**config.mk**
```make
export PLATFORM = sky130hd
export DESIGN_NAME = rpn_evaluator
export DESIGN_NICKNAME = d
export VERILOG_FILES = /design/src/rtl/rpn_evaluator.sv
export SDC_FILE = /design/constraint.sdc
export NUM_CORES = 1
export LEC_CHECK = 0
export CAP_MARGIN = 20
export CORE_ASPECT_RATIO = 1.75
export CORE_UTILIZATION = 30
export DETAILED_ROUTE_END_ITERATION = 12
export PLACE_DENSITY = 0.56
export SLEW_MARGIN = 20
export SYNTH_ARGS = -nofsm -noshare
export SYNTH_HDL_FRONTEND = slang
export SYNTH_SLANG_ARGS = --single-unit
```
**constraint.sdc**
```tcl
create_clock -name clk -period 30.8 [get_ports clk]
set_clock_uncertainty 0.2 [all_clocks]
set_input_delay 6.16 -clock clk [delete_from_list [all_inputs] [get_ports clk]]
set_output_delay 6.16 -clock clk [all_outputs]
set_load 0.03 [all_outputs]
```
**src/rtl/rpn_evaluator.sv**
```systemverilog
// Fixed-point RPN evaluator: walks a parser-filled queue and reduces it on an internal value stack.
// Latency: 3 cycles per token, plus N+FRACTIONAL_PART_WIDTH cycles per DIV and up to 16 per POW, plus 2 to finish.
// Backpressure: none; start is honoured only while ready (IDLE), and result/error hold until the next start.
// Optional POW operator: define RPN_EVALUATOR_POW_EN to build the POW_LOOP datapath.
module rpn_evaluator #(
  parameter int INTEGER_PART_WIDTH    = 8,
  parameter int FRACTIONAL_PART_WIDTH = 8,
  parameter int OUTPUT_QUEUE_SIZE     = 64,
  parameter int STACK_SIZE            = 16,
  localparam int N  = INTEGER_PART_WIDTH + FRACTIONAL_PART_WIDTH,
  localparam int QW = $clog2(OUTPUT_QUEUE_SIZE)
) (
  input  logic          clk,
  input  logic          rst,
  input  logic          start,
  input  logic [N-1:0]  x,
  input  logic [QW:0]   queue_length,
  output logic [QW-1:0] queue_index,
  input  logic [N:0]    queue_data,
  output logic          ready,
  output logic [N-1:0]  result,
  output logic          result_valid,
  output logic          error
);

  localparam int FW  = FRACTIONAL_PART_WIDTH;
  localparam int SAW = $clog2(STACK_SIZE);
  localparam int SPW = SAW + 1;
  localparam int DW  = N + FW;
  localparam int DCW = $clog2(DW + 1);

  localparam logic [SPW-1:0] SP_ONE     = SPW'(1);
  localparam logic [SPW-1:0] SP_TWO     = SPW'(2);
  localparam logic [SPW-1:0] SP_FULL    = SPW'(STACK_SIZE);
  localparam logic [QW:0]    RD_ONE     = (QW+1)'(1);
  localparam logic [DCW-1:0] DIV_CYCLES = DCW'(DW);
  localparam logic [DCW-1:0] DC_ONE     = DCW'(1);

  localparam logic [2:0] OP_PLUS = 3'd0;
  localparam logic [2:0] OP_SUB  = 3'd1;
  localparam logic [2:0] OP_MUL  = 3'd2;
  localparam logic [2:0] OP_DIV  = 3'd3;
  localparam logic [2:0] OP_POW  = 3'd4;
  localparam logic [2:0] OP_VAR  = 3'd6;

  typedef enum logic [2:0] {
    IDLE, FETCH, WAIT, DECODE, DIV_LOOP,
`ifdef RPN_EVALUATOR_POW_EN
    POW_LOOP,
`endif
    FINISH
  } state_t;

  state_t          state, state_next;
  logic [N-1:0]    stack [STACK_SIZE];
  logic [SPW-1:0]  sp, sp_m1;
  logic [SAW-1:0]  sp_m2;
  logic [QW:0]     rd_ptr, len_lat;
  logic [N-1:0]    x_lat;
  logic [N-1:0]    opa, opb, abs_a, abs_b;
  logic            is_op, set_err;
  logic [2:0]      opc;

  // Restoring divider state: dq shifts the dividend out and the quotient in.
  logic [N-1:0]    div_rem, div_dvs, rem_nxt, quot;
  logic [DW-1:0]   div_dq, dq_nxt;
  logic [N:0]      rem_sh;
  logic            div_neg;
  logic [DCW-1:0]  div_cnt;

`ifdef RPN_EVALUATOR_POW_EN
  localparam logic [INTEGER_PART_WIDTH-1:0] POW_MAX = INTEGER_PART_WIDTH'(15);
  localparam logic [N-1:0] ONE_Q = N'(1 << FW);
  logic [N-1:0]    pow_acc, pow_base;
  logic [3:0]      pow_cnt;
`endif

  // Q-format multiply: full signed product, rescaled by the fraction width.
  function automatic logic [N-1:0] fx_mul(input logic [N-1:0] a, input logic [N-1:0] b);
    logic signed [2*N-1:0] p;
    p = $signed(a) * $signed(b);
    return N'(p >>> FW);
  endfunction

  assign queue_index = rd_ptr[QW-1:0];
  assign ready       = (state == IDLE);
  assign is_op       = queue_data[N];
  assign opc         = queue_data[2:0];
  assign sp_m1       = sp - SP_ONE;
  assign sp_m2       = SAW'(sp - SP_TWO);
  assign opb         = stack[sp_m1[SAW-1:0]];
  assign opa         = stack[sp_m2];
  assign abs_a       = opa[N-1] ? -opa : opa;
  assign abs_b       = opb[N-1] ? -opb : opb;

  // One restoring-division step and the signed, truncated quotient it would yield.
  always_comb begin
    rem_sh = {div_rem, div_dq[DW-1]};
    if (rem_sh >= {1'b0, div_dvs}) begin
      rem_nxt = N'(rem_sh - {1'b0, div_dvs});
      dq_nxt  = {div_dq[DW-2:0], 1'b1};
    end else begin
      rem_nxt = rem_sh[N-1:0];
      dq_nxt  = {div_dq[DW-2:0], 1'b0};
    end
    quot = div_neg ? -dq_nxt[N-1:0] : dq_nxt[N-1:0];
  end

  // State register; reset wins over everything, including start.
  always_ff @(posedge clk) begin
    if (rst) state <= IDLE;
    else     state <= state_next;
  end

  // Next-state logic, including every error exit to FINISH.
  always_comb begin
    state_next = state;
    set_err    = 1'b0;
    case (state)
      IDLE:     if (start) state_next = FETCH;
      FETCH:    state_next = (rd_ptr == len_lat) ? FINISH : WAIT;
      WAIT:     state_next = DECODE;
      DECODE: begin
        state_next = FETCH;
        if (!is_op) begin
          set_err = (sp == SP_FULL);
        end else begin
          case (opc)
            OP_PLUS, OP_SUB, OP_MUL: set_err = (sp < SP_TWO);
            OP_DIV: begin
              set_err = (sp < SP_TWO) || (opb == '0);
              state_next = DIV_LOOP;
            end
`ifdef RPN_EVALUATOR_POW_EN
            OP_POW: begin
              set_err = (sp < SP_TWO) || opb[N-1] || (opb[N-1:FW] > POW_MAX);
              state_next = POW_LOOP;
            end
`endif
            OP_VAR:  set_err = (sp == SP_FULL);
            default: set_err = 1'b1;
          endcase
        end
        if (set_err) state_next = FINISH;
      end
      DIV_LOOP: if (div_cnt == DC_ONE) state_next = FETCH;
`ifdef RPN_EVALUATOR_POW_EN
      POW_LOOP: if (pow_cnt == '0) state_next = FETCH;
`endif
      FINISH:   state_next = IDLE;
      default:  state_next = IDLE;
    endcase
  end

  // Datapath: stack, read pointer, iterative units and the result registers.
  always_ff @(posedge clk) begin
    if (rst) begin
      rd_ptr       <= '0;
      sp           <= '0;
      len_lat      <= '0;
      x_lat        <= '0;
      result       <= '0;
      result_valid <= 1'b0;
      error        <= 1'b0;
    end else begin
      result_valid <= 1'b0;
      case (state)
        IDLE: if (start) begin
          x_lat   <= x;
          len_lat <= queue_length;
          rd_ptr  <= '0;
          sp      <= '0;
          error   <= 1'b0;
          result  <= '0;
        end
        DECODE: begin
          if (set_err) begin
            error <= 1'b1;
          end else if (!is_op) begin
            stack[sp[SAW-1:0]] <= queue_data[N-1:0];
            sp     <= sp + SP_ONE;
            rd_ptr <= rd_ptr + RD_ONE;
          end else begin
            case (opc)
              OP_PLUS, OP_SUB, OP_MUL: begin
                stack[sp_m2] <= (opc == OP_PLUS) ? opa + opb :
                                (opc == OP_SUB)  ? opa - opb : fx_mul(opa, opb);
                sp     <= sp_m1;
                rd_ptr <= rd_ptr + RD_ONE;
              end
              OP_DIV: begin
                div_rem <= '0;
                div_dq  <= {abs_a, {FW{1'b0}}};
                div_dvs <= abs_b;
                div_neg <= opa[N-1] ^ opb[N-1];
                div_cnt <= DIV_CYCLES;
              end
`ifdef RPN_EVALUATOR_POW_EN
              OP_POW: begin
                pow_acc  <= ONE_Q;
                pow_base <= opa;
                pow_cnt  <= opb[FW+3:FW];
              end
`endif
              OP_VAR: begin
                stack[sp[SAW-1:0]] <= x_lat;
                sp     <= sp + SP_ONE;
                rd_ptr <= rd_ptr + RD_ONE;
              end
              default: ;
            endcase
          end
        end
        DIV_LOOP: begin
          div_rem <= rem_nxt;
          div_dq  <= dq_nxt;
          div_cnt <= div_cnt - DC_ONE;
          if (div_cnt == DC_ONE) begin
            stack[sp_m2] <= quot;
            sp     <= sp_m1;
            rd_ptr <= rd_ptr + RD_ONE;
          end
        end
`ifdef RPN_EVALUATOR_POW_EN
        POW_LOOP: begin
          if (pow_cnt == '0) begin
            stack[sp_m2] <= pow_acc;
            sp     <= sp_m1;
            rd_ptr <= rd_ptr + RD_ONE;
          end else begin
            pow_acc <= fx_mul(pow_acc, pow_base);
            pow_cnt <= pow_cnt - 4'd1;
          end
        end
`endif
        FINISH: begin
          result_valid <= 1'b1;
          if (!error && sp == SP_ONE) begin
            result <= stack[0];
          end else begin
            result <= '0;
            error  <= 1'b1;
          end
        end
        default: ;
      endcase
    end
  end

endmodule

```
-- Word-level counts from Yosys, hierarchy flattened
Memory sizes are Yosys's and may differ from the RTL's.
Index checks and enable logic that the tools add are counted.
- equality and inequality tests: 22
- reduce and logical (&&, ||, !) cells: 21
- multipliers: 1
- add/subtract/negate cells: 11
- order comparisons: 2
- multiplexer cells: 76
- bitwise logic cells: 5
- operator list (cell ; count):
    $mux 16 ; 13
    $mux 24 ; 3
    $pmux 16 s2 ; 2
    $neg 16->16 ; 3
    $pmux 24 s2 ; 1
    $mux 5 ; 7
    $mux 7 ; 5
    $sub 16x16->16 ; 2
    $mux 1 ; 30
    $mul 16x16->24 ; 1
    $pmux 7 s3 ; 1
    $pmux 5 s2 ; 2
    $reduce_and 5->1 ; 4
    $mux 3 ; 6
    $ge 17x16->1 ; 1
    $add 16x16->16 ; 1
    $logic_not 16->1 ; 1
    $reduce_or 16->1 ; 1
    $mux 15 ; 1
    $pmux 3 s5 ; 1
    $pmux 5 s3 ; 1
    $ne 2x2->1 const B ; 7
    $eq 3x2->1 const B ; 4
    $eq 5x1->1 const B ; 2
    other kinds (26) ; 38
- bits in writable memories: 256
- register bits: 118
- input bits: 43
- word-level logic and storage cells: 153
- memories kept: 1
- output and inout port bits: 25
- memory list (memory ; words ; bits a word ; rd ports ; clocked after Yosys merged registers in ; wr ports ; RTL line ; text):
    stack ; 16 ; 16 ; 3 ; 0 ; 1 ; 55 ; logic [N-1:0] stack [STACK_SIZE];

-- Logic depth before layout (Yosys ltp)
An unclocked memory read counts as a cell.
- word-level depth: 15
- depth in mapped cells: 40
- depth with buffers taken out: 32

-- Worst setup path before layout
Ideal clock, no wire load.
- path kind: input -> register
- from: in queue_data[0]
- to: reg div_cnt[0] (enable)
- setup time: 0.448 ns
- cell stages on the path: 9
- arrival time: 9.409 ns
- data required time: 30.152 ns
- buffers on the path: 1
- setup slack: 20.743 ns
- cells stage by stage: clkbuf_1 > nand3b_1 > nor2_1 > nor2_1 > nor2_1 > o31ai_2 > or4_1 > o21a_1 > nor2_1
- longest elaborated chain between the ends: 8
- elaborated cells on any way between the ends: 13
- classes of those cells: eq/ne: 6; mux: 4; reduce/logical: 3
- RTL lines (element ; RTL line ; text):
    start: declaration ; 19 ; input logic [N:0] queue_data,
    $eq 3x1->1 (tied with other cells) ; 128 ; case (opc)
    $reduce_or 3->1 ; 128 ;
    $pmux 1 s3 ; 128 ;
    $mux 1 ; 125 ; if (!is_op) begin
    $mux 1 (2 in series) ; 119 ; case (state)
    $ne 2x2->1 (no line) ; -- ;
    $reduce_and 5->1 (no line) * ; -- ;
    end signal: assignment ; 217 ; div_cnt <= div_cnt - DC_ONE;
    end: declaration ; 69 ; logic [DCW-1:0] div_cnt;
Mark *: on every way between the ends. The rest lies on a longest branch, timed or not. The select of a mux whose other input is x is not followed.
A chain may end at the register's enable or synchronous reset.

-- Final worst setup path
- from: reg sp[0]
- to: mem stack[10][8] (netlist bit) (data pin)
- longest elaborated chain between the ends: 15
- elaborated cells on any way between the ends: 29
- classes of those cells: add/sub: 4; mul: 1; order compare: 1; eq/ne: 1; mux: 17; bitwise: 1; reduce/logical: 3; memory: 1
- RTL lines (element ; RTL line ; text):
    start: declaration ; 56 ; logic [SPW-1:0] sp, sp_m1;
    start signal: assignment ; 181 ; sp <= sp + SP_ONE;
    start signal: assignment ; 188 ; sp <= sp_m1;
    start signal: assignment ; 207 ; sp <= sp + SP_ONE;
    parallel branches: the longest is 14 deep, another holds $mul 16x16->24 ; -- ;
    $mux 16 (no line) * ; -- ;
    end: declaration ; 55 ;
Every way passes the cells marked *. The select of a mux whose other input is x is not followed.

==> results.md <==
- The flow ran to the end, and the final reports show no timing, DRC or antenna violations.
- The number of cells traversed by the worst register-to-register path is 31.
- The number of antenna violations at the first check in global routing came to 1.
- STA puts the critical path data arrival time at 10,440 ps.
- From bottom edge to top edge, the die measures just over 400 um.
- The pre-antenna-repair detailed-routing pass consisted of 5 iterations.
- Clock-pin slew was measured on the worst setup and hold paths at approximately 70 ps.
- The total count of max-transition violations in the final report is 0.
- The relative slew slack is 31.2%.
- When the netlist entered floorplanning its net count stood at 2,841.
- The worst hold path was traced through 2 stages.
- The total of hold buffers inserted after clock tree synthesis is 0.
- The placeable core region is 92,000 um^2.
- The slew at the pin closest to its max-slew limit is between 1000 and 1500 ps.
- The top-level port count is 68.
- The share of the core filled with cells is 34.0%.
- For this run, the total global-route usage over all layers was measured as 19.6%.
- After the last flow step, the layout net total stands at between 2,000 and 3,000.
- The via density per instance is approximately 5.2.
- The highest-delay cell along the critical path is buf_4.
- The class of the most critical hold timing path is reg -> reg.
- The TritonCTS sink count is roughly 370.
- The total CTS buffers is 37.
- The final HPWL from detailed placement is 68,500 um.
- After synthesis, the cell types taking the most area are edfxtp_1 (34%), fa_1 (14%), mux4_2 (11%), ha_1 (5.7%), inv_1 (4.2%).
- After detailed routing, the number of remaining DRC violations is 0.
- The total via count after detailed routing is approximately 20,000.
- The global routing's busiest layer is met2.
- The met2 layer usage reported by global route is 37.0%.
- Counting along the longest clock path gives a buffer depth of 3.
- The number of setup buffers added after CTS is 0.
- The critical-path maximum fanout is a little over 60.
- The die footprint is 94,200 um^2.
- The biggest area contributor in the post-synthesis netlist is edfxtp_1.
- The global-route track usage on met1 is 20.1%.
- Before CTS, the worst setup slack after placement is slightly above 20,000 ps.
- The startpoint identified for the worst hold timing path is x_lat[4].
- In the synthesized netlist, the cells that appear most often are edfxtp_1 (318), inv_1 (312), nand2_1 (289).
- The hold path endpoint is x_lat[4].
- The number of global-route vias before repair is between 20,000 and 25,000.
- The area growth from synthesis to layout is 12.2%.
- The top cell family by delay on the critical path is adder cells.
- Entering global routing, the biggest net connects 62 pins.
- Global routing used approximately 2% of the available met3 tracks.
- The H-tree level count is 2.
- Setup violations remaining at the end of the flow were counted as 0.
- Summed over its instances, the top area cell type makes up about 34% of the synthesized netlist area.
- The synthesis-stage register bit count is between 300 and 400.
- The worst register-to-register path has a setup slack of between 20,000 and 25,000 ps.
- TritonCTS built the clock tree.
- The worst register-to-register path ends at stack[10][8].
- The first routing iteration left about 1,400 violations.
- The number of nets still failing antenna checks after routing is 0.
- The async set-reset flop share out of synthesis is 0%.
- In the final routed layout, each cell accounts on average for ~24 um.
- The post-synthesis instance area is 27,900 um^2.
- Port buffering added 67 buffers.
- For the worst setup path, the data required time is 30,890 ps.
- After synthesis, the netlist uses just under 90 different library cells.
- Across the run, the number of max-cap violations was 0.
- The kind of critical path is reg -> reg.
- The clock insertion delay at the later pin of the skew report is between 500 and 600 ps.
- In the final layout, the share of cells above drive strength 1 is approximately an eighth.
- The worst register-to-register path begins at sp[0].
- The count of mapped cells out of synthesis is 2,481.
- Setup repair after global routing left no endpoint under its margin.
- The sum of negative setup slack is 0 ps.
- Counting stages on the worst path, the most repeated cell is inv_1.
- The most common cell in the netlist is edfxtp_1.
- The wire length of the first global-routing pass is between 100,000 and 150,000 um.
- For this run, the slowest stage of the critical path takes 840 ps.
- The highest attainable clock frequency is just under 100 MHz.
- The endpoint type of the worst setup path is a register.
- Yosys printed 0 warnings.
- The setup slack after layout is about 20,000 ps.
- The most used flip-flop cell after synthesis is edfxtp_1.
- The initial standard-cell utilization of the core is 30.3%.
- The worst path buffer plus inverter count is 10.
- For this run, the register share of the synthesized area comes to between 30% and 40%.
- Routability-driven placement finished with a final weighted congestion of 0.984.
- The antenna cell count is 0.
- The worst path in the final design needs a cycle of a little over 10,000 ps, including I/O delays and setup.
- The number of flops mapped to enable cells by yosys is 318.
- The residual overflow from global routing is 0.
- The final critical-path share of the clock period is roughly 34%.
- The root cell of the clock tree is clkbuf_16.
- Summed over all layers, the routed wires come to ~90,000 um.
- The final-report hold violation count is 0.
- After synthesis, the mean cell area works out to roughly 11 um^2.
- The number of gates resized after cts is 0.
- The floorplan step set the die width to 232 um.
- Row generation in the floorplan step produced 147 rows.
- The worst setup path is launched from a register.
==> registers in the layout, summed over array words and instances (netlist names) <==
name	flops
stack	256
div_dq	24
div_dvs	16
div_rem	16
result	16
x_lat	16
len_lat	7
rd_ptr	7
div_cnt	5
sp	5
state	3
div_neg	1
error	1
result_valid	1
==> stage by stage <==
stage | std cells | area [um^2] | hold slack, ps
after floorplan | 2481 | 27900 | 233
after global placement | 3674 | 30000 | 243
after detailed placement | 3674 | 30000 | 248
after CTS | 3741 | 31200 | 257
after global routing | 3742 | 31300 | 272
final | 3742 | 31300 | 256
==> metal layers <==
| metal | share of wire [%] | vias up |
|---|---|---|
| met5 | 0 | - |
| met4 | 7.5 | 0 |
| met3 | 3.7 | 254 |
| met2 | 54 | 636 |
| met1 | 35 | 10054 |
| li1 | - | 8688 |
==> how the worst max path moves through the flow <==
stage | start | to | slack [ps] | cells past startpoint
after floorplan | queue_data[0] | div_cnt[0] | 20740 | 9
after global placement | sp[0] | stack[0][15] | 20270 | 26
after detailed placement | sp[0] | stack[13][15] | 20170 | 26
after CTS | sp[0] | stack[9][15] | 20130 | 26
after global routing | sp[0] | stack[10][8] | 19930 | 31
final | sp[0] | stack[10][8] | 20450 | 31
==> area by class of cell <==
| cell class | instances | area, um^2 |
|---|---|---|
| Clock inverter | 24 | 292 |
| Inverter | 321 | 1200 |
| Timing Repair Buffer | 129 | 1130 |
| Tap cell | 1192 | 1490 |
| Multi-Input combinational cell | 1659 | 15500 |
| Sequential cell | 374 | 10700 |
| Fill cell | 9207 | 60700 |
| Clock buffer | 43 | 958 |
==> placed cells by master (no fill, tap or decap), drive strengths merged, types with 9 or more instances in the layout <==
cell           Yosys  routed
inv              314     319
edfxtp           318     318
nand2            289     289
nor2             204     204
fa               189     189
mux4             138     138
ha               128     128
a21oi            126     126
xnor2             88      88
o21ai             77      77
clkdlybuf4s50      0      66
buf               59      63
dfxtp             56      56
nor2b             44      44
clkbuf            68      43
xor2              32      32
mux2i             31      31
nand3             28      28
nor3              25      25
a21o              21      21
and2              19      19
a22oi             18      18
and3              17      17
a211oi            16      16
clkinv             7      16
nand2b            13      13
mux2              10      10
nand4             10      10
a31oi             10      10
o31ai             10      10
or3                9       9
o21bai             9       9
==> worst reg2reg max path, delay by kind of cell (launching register included) <==
family / cells / cell delay [ps]
xor gates and xnor gates: 1 / 270
adders and majority gates: 7 / 3010
and+or+nand+nor: 2 / 210
AOI/OAI and AO/OA: 9 / 1890
buffers and inverters: 10 / 2480
muxes: 2 / 1360
DFF: 1 / 630
==> cell families (layout without fill, tap and decap cells) <==
logic type	count (synthesis)	in the layout	share of synthesized area [%]
adder cells (fa/ha/maj)	317	317	19.3
multiplexers	179	179	12.8
buffers and inverters	448	517	6.73
AND/OR/NAND/NOR	689	689	11.0
AO/OA/AOI/OAI	354	354	8.05
XOR/XNOR	120	120	3.85
flip-flops	374	374	38.3
Power is left out: the tool's default activity adds up to more than one toggle a clock period on the data nets, which glitch-free logic cannot reach.
